<file path="src/rtl/fetch_pc_ctrl.sv">
// Fetch-stage PC sequencer: sequential advance, D-stage redirects, stall handling
// with one buffered redirect, and instruction-memory window checking with sticky fault.
module fetch_pc_ctrl #(
    parameter logic [31:0] PC_RESET = 32'h0000_3000,
    parameter logic [31:0] IM_BASE  = 32'h0000_3000,
    parameter int unsigned IM_WORDS = 4096
) (
    input  logic        clk,
    input  logic        reset,
    input  logic        stall,
    input  logic        redirect,
    input  logic [31:0] redirect_pc,
    input  logic        fault_clr,
    output logic [31:0] pc,
    output logic        pc_valid,
    output logic        fd_we,
    output logic        fault,
    output logic [31:0] fault_pc
);

    localparam int unsigned ADDR_W = 32;
    localparam logic [ADDR_W:0] IM_LO = (ADDR_W+1)'(IM_BASE);
    localparam logic [ADDR_W:0] IM_HI = (ADDR_W+1)'(IM_BASE) + (ADDR_W+1)'(IM_WORDS) * (ADDR_W+1)'(4);

    typedef enum logic [1:0] {
        ST_RUN   = 2'd0,
        ST_PEND  = 2'd1,
        ST_FAULT = 2'd2
    } state_t;

    state_t            state, state_nxt;
    logic [ADDR_W-1:0] pend_pc, pend_nxt;
    logic [ADDR_W-1:0] pc_nxt, fault_pc_nxt;
    logic [ADDR_W-1:0] cand;
    logic              cand_legal;

    // Window compare is done in 33 bits so the upper bound cannot wrap.
    always_comb begin
        cand = pc + 32'd4;
        if (redirect) begin
            cand = redirect_pc;
        end else if (state == ST_PEND) begin
            cand = pend_pc;
        end
        cand_legal = (cand[1:0] == 2'b00)
                  && ({1'b0, cand} >= IM_LO)
                  && ({1'b0, cand} <  IM_HI);
    end

    always_comb begin
        state_nxt    = state;
        pc_nxt       = pc;
        pend_nxt     = pend_pc;
        fault_pc_nxt = fault_pc;
        case (state)
            ST_RUN, ST_PEND: begin
                if (stall) begin
                    if (redirect) begin
                        pend_nxt  = redirect_pc;
                        state_nxt = ST_PEND;
                    end
                end else if (cand_legal) begin
                    pc_nxt    = cand;
                    state_nxt = ST_RUN;
                end else begin
                    fault_pc_nxt = cand;
                    state_nxt    = ST_FAULT;
                end
            end
            ST_FAULT: begin
                if (fault_clr) begin
                    pc_nxt    = PC_RESET;
                    state_nxt = ST_RUN;
                end
            end
            default: begin
                state_nxt = ST_RUN;
            end
        endcase
    end

    always_ff @(posedge clk or negedge reset) begin
        if (!reset) begin
            state    <= ST_RUN;
            pc       <= PC_RESET;
            pend_pc  <= '0;
            fault_pc <= '0;
        end else begin
            state    <= state_nxt;
            pc       <= pc_nxt;
            pend_pc  <= pend_nxt;
            fault_pc <= fault_pc_nxt;
        end
    end

    assign pc_valid = (state != ST_FAULT);
    assign fd_we    = !stall && (state != ST_FAULT);
    assign fault    = (state == ST_FAULT);

endmodule

</file>
<file path="config.mk">
export PLATFORM = sky130hd
export DESIGN_NAME = fetch_pc_ctrl
export DESIGN_NICKNAME = d
export VERILOG_FILES = /design/src/rtl/fetch_pc_ctrl.sv
export SDC_FILE = /design/constraint.sdc
export NUM_CORES = 1
export LEC_CHECK = 0
export ABC_AREA = 1
export CORE_MARGIN = 2
export CORE_UTILIZATION = 53
export CTS_CLUSTER_SIZE = 14
export DETAILED_ROUTE_END_ITERATION = 7
export MAX_ROUTING_LAYER = met4
export PLACE_DENSITY = 0.78
export SYNTH_ARGS = -nofsm -noshare
export SYNTH_HDL_FRONTEND = slang
export SYNTH_SLANG_ARGS = --single-unit
</file>
<file path="constraint.sdc">
create_clock -name clk -period 2.6 [get_ports clk]
set_input_delay 0.52 -clock clk [delete_from_list [all_inputs] [get_ports clk]]
set_output_delay 0.52 -clock clk [all_outputs]
set_load 0.02 [all_outputs]
</file>
==> flow_metrics.py <==
metrics = {
    "critical_path": {
        "worst-endpoint-arrival_ns": 3.02,
        "worstSetupEndpointType": "flip-flop",
        "critical_path_peak_fanout": 6,
        "worst-path-buf-inv": 1,
        "slowest_delay_ns": 0.64,
        "crit_slowest_cell": "sky130_fd_sc_hd__dfstp_2",
        "setup_crit_start_kind": "flip-flop",
        "critical_path.top_delay_family": "simple AND/OR/NAND/NOR gates",
        "timing.critical_path.required_ns": 2.92,
        "timing_worst_setup_path_type": "flip-flop to flip-flop",
        "ordered_cell_list_for_the_critical_path": "nand2_4 > nor2_4 > nand2_4 > nor2_4 > nand2_2 > o21ai_2 > nand3_2 > a21boi_2 > nand3_1 > nor2_1 > nand3_1 > nand2_4 > buf_6 > nand3_1 > nand2_1",
    },
    "detailed_routing": {
        "routed-via-count": 5758,
        "routed_wirelength_um": 18000,
        "ant_nets": 0,
        "drt_iter0_drc": 428,
        "detailedRoute.firstPassIterationCount": 5,
        "detail_route.wl_per_cell_um": 17.2,
        "route.detailed.drc": 0,
        "avgViaCountPerCell": 5.49,
    },
    "global_routing": {
        "vias_in_the_first_global_route": 5626,
        "grt_first_pass_wirelength_um": 27200,
        "grt_start_max_net_pins": 47,
        "grt_overflow": 0,
        "global_route.usage.total_pct": 31.4,
        "grt_antenna_before_repair": 0,
    },
    "cts": {
        "hold_buffers": 0,
        "cts_tree": "yes",
        "clk-insertion-delay-late_ns": 0.38,
        "cts_max_path_buffers": 2,
        "tritoncts.num_buffers": 9,
        "clkSlewWorstSetupHoldPaths_ns": 0.10,
        "clock_tree.root_cell": "sky130_fd_sc_hd__clkbuf_8",
        "clock_sink_count": 98,
        "htree_num_levels": 3,
    },
    "finish": {
        "final_util_pct": 77.9,
        "post_layout_nonfiller_instances": 1049,
        "fillers": 766,
        "drive_gt1_share_pct": 25.7,
        "antenna_cells": 0,
        "area_growth_syn_to_fin_pct": 43.6,
        "nets": 946,
        "multi_input_combinational_cell_area_um2": 3060,
        "ff_latch_area_um2": 2460,
    },
    "sta": {
        "final_slew_violations": 0,
        "hold-worst-slack_ns": 0.149,
        "report.final.hold_viol_count": 0,
        "fmaxAchievable_mhz": 370,
        "final-setup-viol-count": 49,
        "worst_pin_slew_ns": 0.618,
        "fin_crit_ns": 2.70,
        "post-route-period-util_pct": 104,
        "postLayoutSetupSlackWorst_ns": -0.100,
        "finClkSkew_ns": 0.00820,
        "slew_headroom_pct": 58.8,
        "setup_repair_after_global_routing_missed_its_margin": "yes",
    },
    "synthesis": {
        "synth_cell_type_count": 41,
        "synthesis.nets": 782,
        "synthesis.yosys.warnings": 0,
        "synthesized_instance_count": 744,
        "synth_sequential_area_ratio_pct": 44.0,
        "average_cell_area_after_synthesis_um2": 7.50,
        "ys.flop_type": "sky130_fd_sc_hd__dfrtp_1",
        "synth-async-reset-ratio_pct": 100,
        "syn-cell-area_um2": 5580,
        "synth_seq_cells": 98,
        "synth_edf_count": 0,
    },
    "place": {
        "post-place-cells": 1014,
        "dp.final_hpwl_um": 12400,
        "gp_congestion": 0.917,
        "io_buffers": 103,
    },
    "power": {
        "power.share.sequential_pct": 38.2,
        "power.density_nw_per_um2": 711,
        "power.internal_mw": 3.51,
        "irDropWorstVdd_mv": 0.603,
        "power.clock.fraction_pct": 18.6,
        "switchingPower_mw": 2.18,
        "comb_power_share_pct": 43.3,
        "leakage_nw": 3.83,
        "netSwitchingFraction_pct": 38.3,
    },
    "die": {
        "die_width_um": 107,
        "coreArea_um2": 10300,
        "pin_count": 104,
        "die_h_um": 107,
        "design.die.area_um2": 11400,
        "initial_core_util_pct": 54.3,
        "row_count": 37,
    },
    "run_status": {
        "violations": "negative setup slack",
        "run_status": "finished with violations",
    },
    "job": {
        "max_cap_violations": 0,
    },
    "worst_hold_path": {
        "holdCritPathClass": "input port to asynchronous set/reset pin",
    },
}
-- stage by stage --
step                      setup TNS [ns]  total power [mW]  worst slack (ns)  cell area [um^2]
after detailed placement           -1.44              4.31           -0.0995              7160
after global placement            -0.194              4.25           -0.0243              7160
final                              -1.32              5.69            -0.100              8010
after CTS                              0              5.41            0.0199              7440
after floorplan                        0              3.24             0.226              5580
after global routing               -9.89              5.97            -0.297              8010
-- worst register-to-register path: stages (launching register included) --
cell                       delay, ns
sky130_fd_sc_hd__dfstp_2        0.64
sky130_fd_sc_hd__nand2_4        0.09
sky130_fd_sc_hd__nor2_4         0.14
sky130_fd_sc_hd__nand2_4        0.07
sky130_fd_sc_hd__nor2_4         0.17
sky130_fd_sc_hd__nand2_2        0.08
sky130_fd_sc_hd__o21ai_2        0.15
sky130_fd_sc_hd__nand3_2        0.11
sky130_fd_sc_hd__a21boi_2       0.22
sky130_fd_sc_hd__nand3_1        0.11
sky130_fd_sc_hd__nor2_1         0.13
sky130_fd_sc_hd__nand3_1        0.14
sky130_fd_sc_hd__nand2_4        0.18
sky130_fd_sc_hd__buf_6          0.16
sky130_fd_sc_hd__nand3_1        0.10
sky130_fd_sc_hd__nand2_1        0.14
-- flip-flops by register name, summed over array words and instances (netlist names) --
register	cells
fault_pc	32
pc	32
pend_pc	32
state	2
-- timing repair --
action,in CTS,in global routing
setup buffers,3,11
setup endpoints to repair,62,66
gates cloned,0,5
pin swaps,1,27
resized for setup,14,98
-- cells by family (layout without fill, tap and decap cells) --
group           Yosys count  in the layout  share of synthesized area (%)
mux                      22             22                           4.44
buf+inv                 107            276                           8.01
flops                    98             98                           44.0
compound gates           88             88                           9.20
fa+ha+maj                 1              1                          0.224
xor+xnor                  7              7                           1.10
simple gates            421            421                           33.0
-- layer usage --
layer	vias up	GRT usage, %	wire [um]
met2	218	49.6	8750
met5	-	-	0
met1	2781	40.7	7610
met4	0	14.6	638
li1	2717	-	-
met3	42	3.83	1020
-- layout by cell type (no fill, tap or decap), types with 8 or more instances in the layout --
cell type / synthesis / final
sky130_fd_sc_hd__clkdlybuf4s50_1: 0 / 101
sky130_fd_sc_hd__clkbuf_8: 0 / 10
sky130_fd_sc_hd__nand2_4: 1 / 8
sky130_fd_sc_hd__a21oi_1: 18 / 12
sky130_fd_sc_hd__nand3_2: 2 / 15
sky130_fd_sc_hd__inv_1: 72 / 71
sky130_fd_sc_hd__o211ai_1: 8 / 8
sky130_fd_sc_hd__nand3_1: 80 / 65
sky130_fd_sc_hd__dfrtp_1: 96 / 95
sky130_fd_sc_hd__nor2_2: 9 / 16
sky130_fd_sc_hd__nand3b_1: 9 / 9
sky130_fd_sc_hd__nand2_1: 229 / 204
sky130_fd_sc_hd__buf_4: 2 / 68
sky130_fd_sc_hd__o21ai_0: 41 / 41
sky130_fd_sc_hd__nor2_1: 62 / 43
sky130_fd_sc_hd__nor2_4: 1 / 13
sky130_fd_sc_hd__mux2_2: 22 / 22
sky130_fd_sc_hd__nand2_2: 14 / 30
-- cell type report --
type                    instances  share of cell area [%]
flip-flops and latches         98                    30.7
repair buffers                186                    22.9
well taps                     136                    2.12
clock buffers                  11                    1.77
clock inverters                 5                   0.781
inverters                      74                    3.50
multi-input cells             539                    38.3
-- power by group through the flow --
stage	clock [mW]	combinational, mW	sequential [mW]
4_1_cts	1.07	2.22	2.12
3_3_place_gp	0	2.12	2.13
6_report	1.06	2.46	2.17
3_5_place_dp	0	2.16	2.15
2_1_floorplan	0	0.817	2.42
5_1_grt	1.13	2.63	2.21
-- path summary, 6_finish.rpt --
path / to / slack (ns) / depth (start not counted) / startpoint
max in group asynchronous: pc[12] / 1.75 / 2 / reset
worst max register to register: pc[4] / -0.10 / 15 / pc[13]
worst max-delay path: pc[4] / -0.10 / 15 / pc[13]
worst min-delay path: fault_pc[30] / 0.15 / 1 / reset
min in group clk: fault_pc[28] / 0.48 / 2 / fault_pc[28]
worst min register to register: fault_pc[28] / 0.48 / 2 / fault_pc[28]
-- synthesized netlist by cell type, types with 2 or more instances --
cell type                  count  share of area (%)
sky130_fd_sc_hd__a21boi_0      4               0.54
sky130_fd_sc_hd__a21boi_1      6               0.81
sky130_fd_sc_hd__a21oi_1      18                1.6
sky130_fd_sc_hd__a31oi_1       2               0.22
sky130_fd_sc_hd__buf_2         6               0.54
sky130_fd_sc_hd__buf_4         2               0.27
sky130_fd_sc_hd__buf_6         4               0.81
sky130_fd_sc_hd__clkbuf_1     20                1.3
sky130_fd_sc_hd__dfrtp_1      96                 43
sky130_fd_sc_hd__dfstp_2       2               0.94
sky130_fd_sc_hd__inv_1        72                4.8
sky130_fd_sc_hd__inv_2         2               0.13
sky130_fd_sc_hd__mux2_2       22                4.4
sky130_fd_sc_hd__nand2_1     229                 15
sky130_fd_sc_hd__nand2_2      14                1.6
sky130_fd_sc_hd__nand3_1      80                7.2
sky130_fd_sc_hd__nand3_2       2               0.36
sky130_fd_sc_hd__nand3b_1      9                1.2
sky130_fd_sc_hd__nand4_1       5               0.56
sky130_fd_sc_hd__nor2_1       62                4.2
sky130_fd_sc_hd__nor2_2        9                1.0
sky130_fd_sc_hd__nor3_1        2               0.18
sky130_fd_sc_hd__nor3_2        2               0.36
sky130_fd_sc_hd__o211ai_1      8                1.1
sky130_fd_sc_hd__o21ai_0      41                3.7
sky130_fd_sc_hd__o21bai_1      2               0.27
sky130_fd_sc_hd__or2_2         4               0.45
sky130_fd_sc_hd__xor2_1        6               0.94
Note: power is estimated with default switching activity, not from simulation.
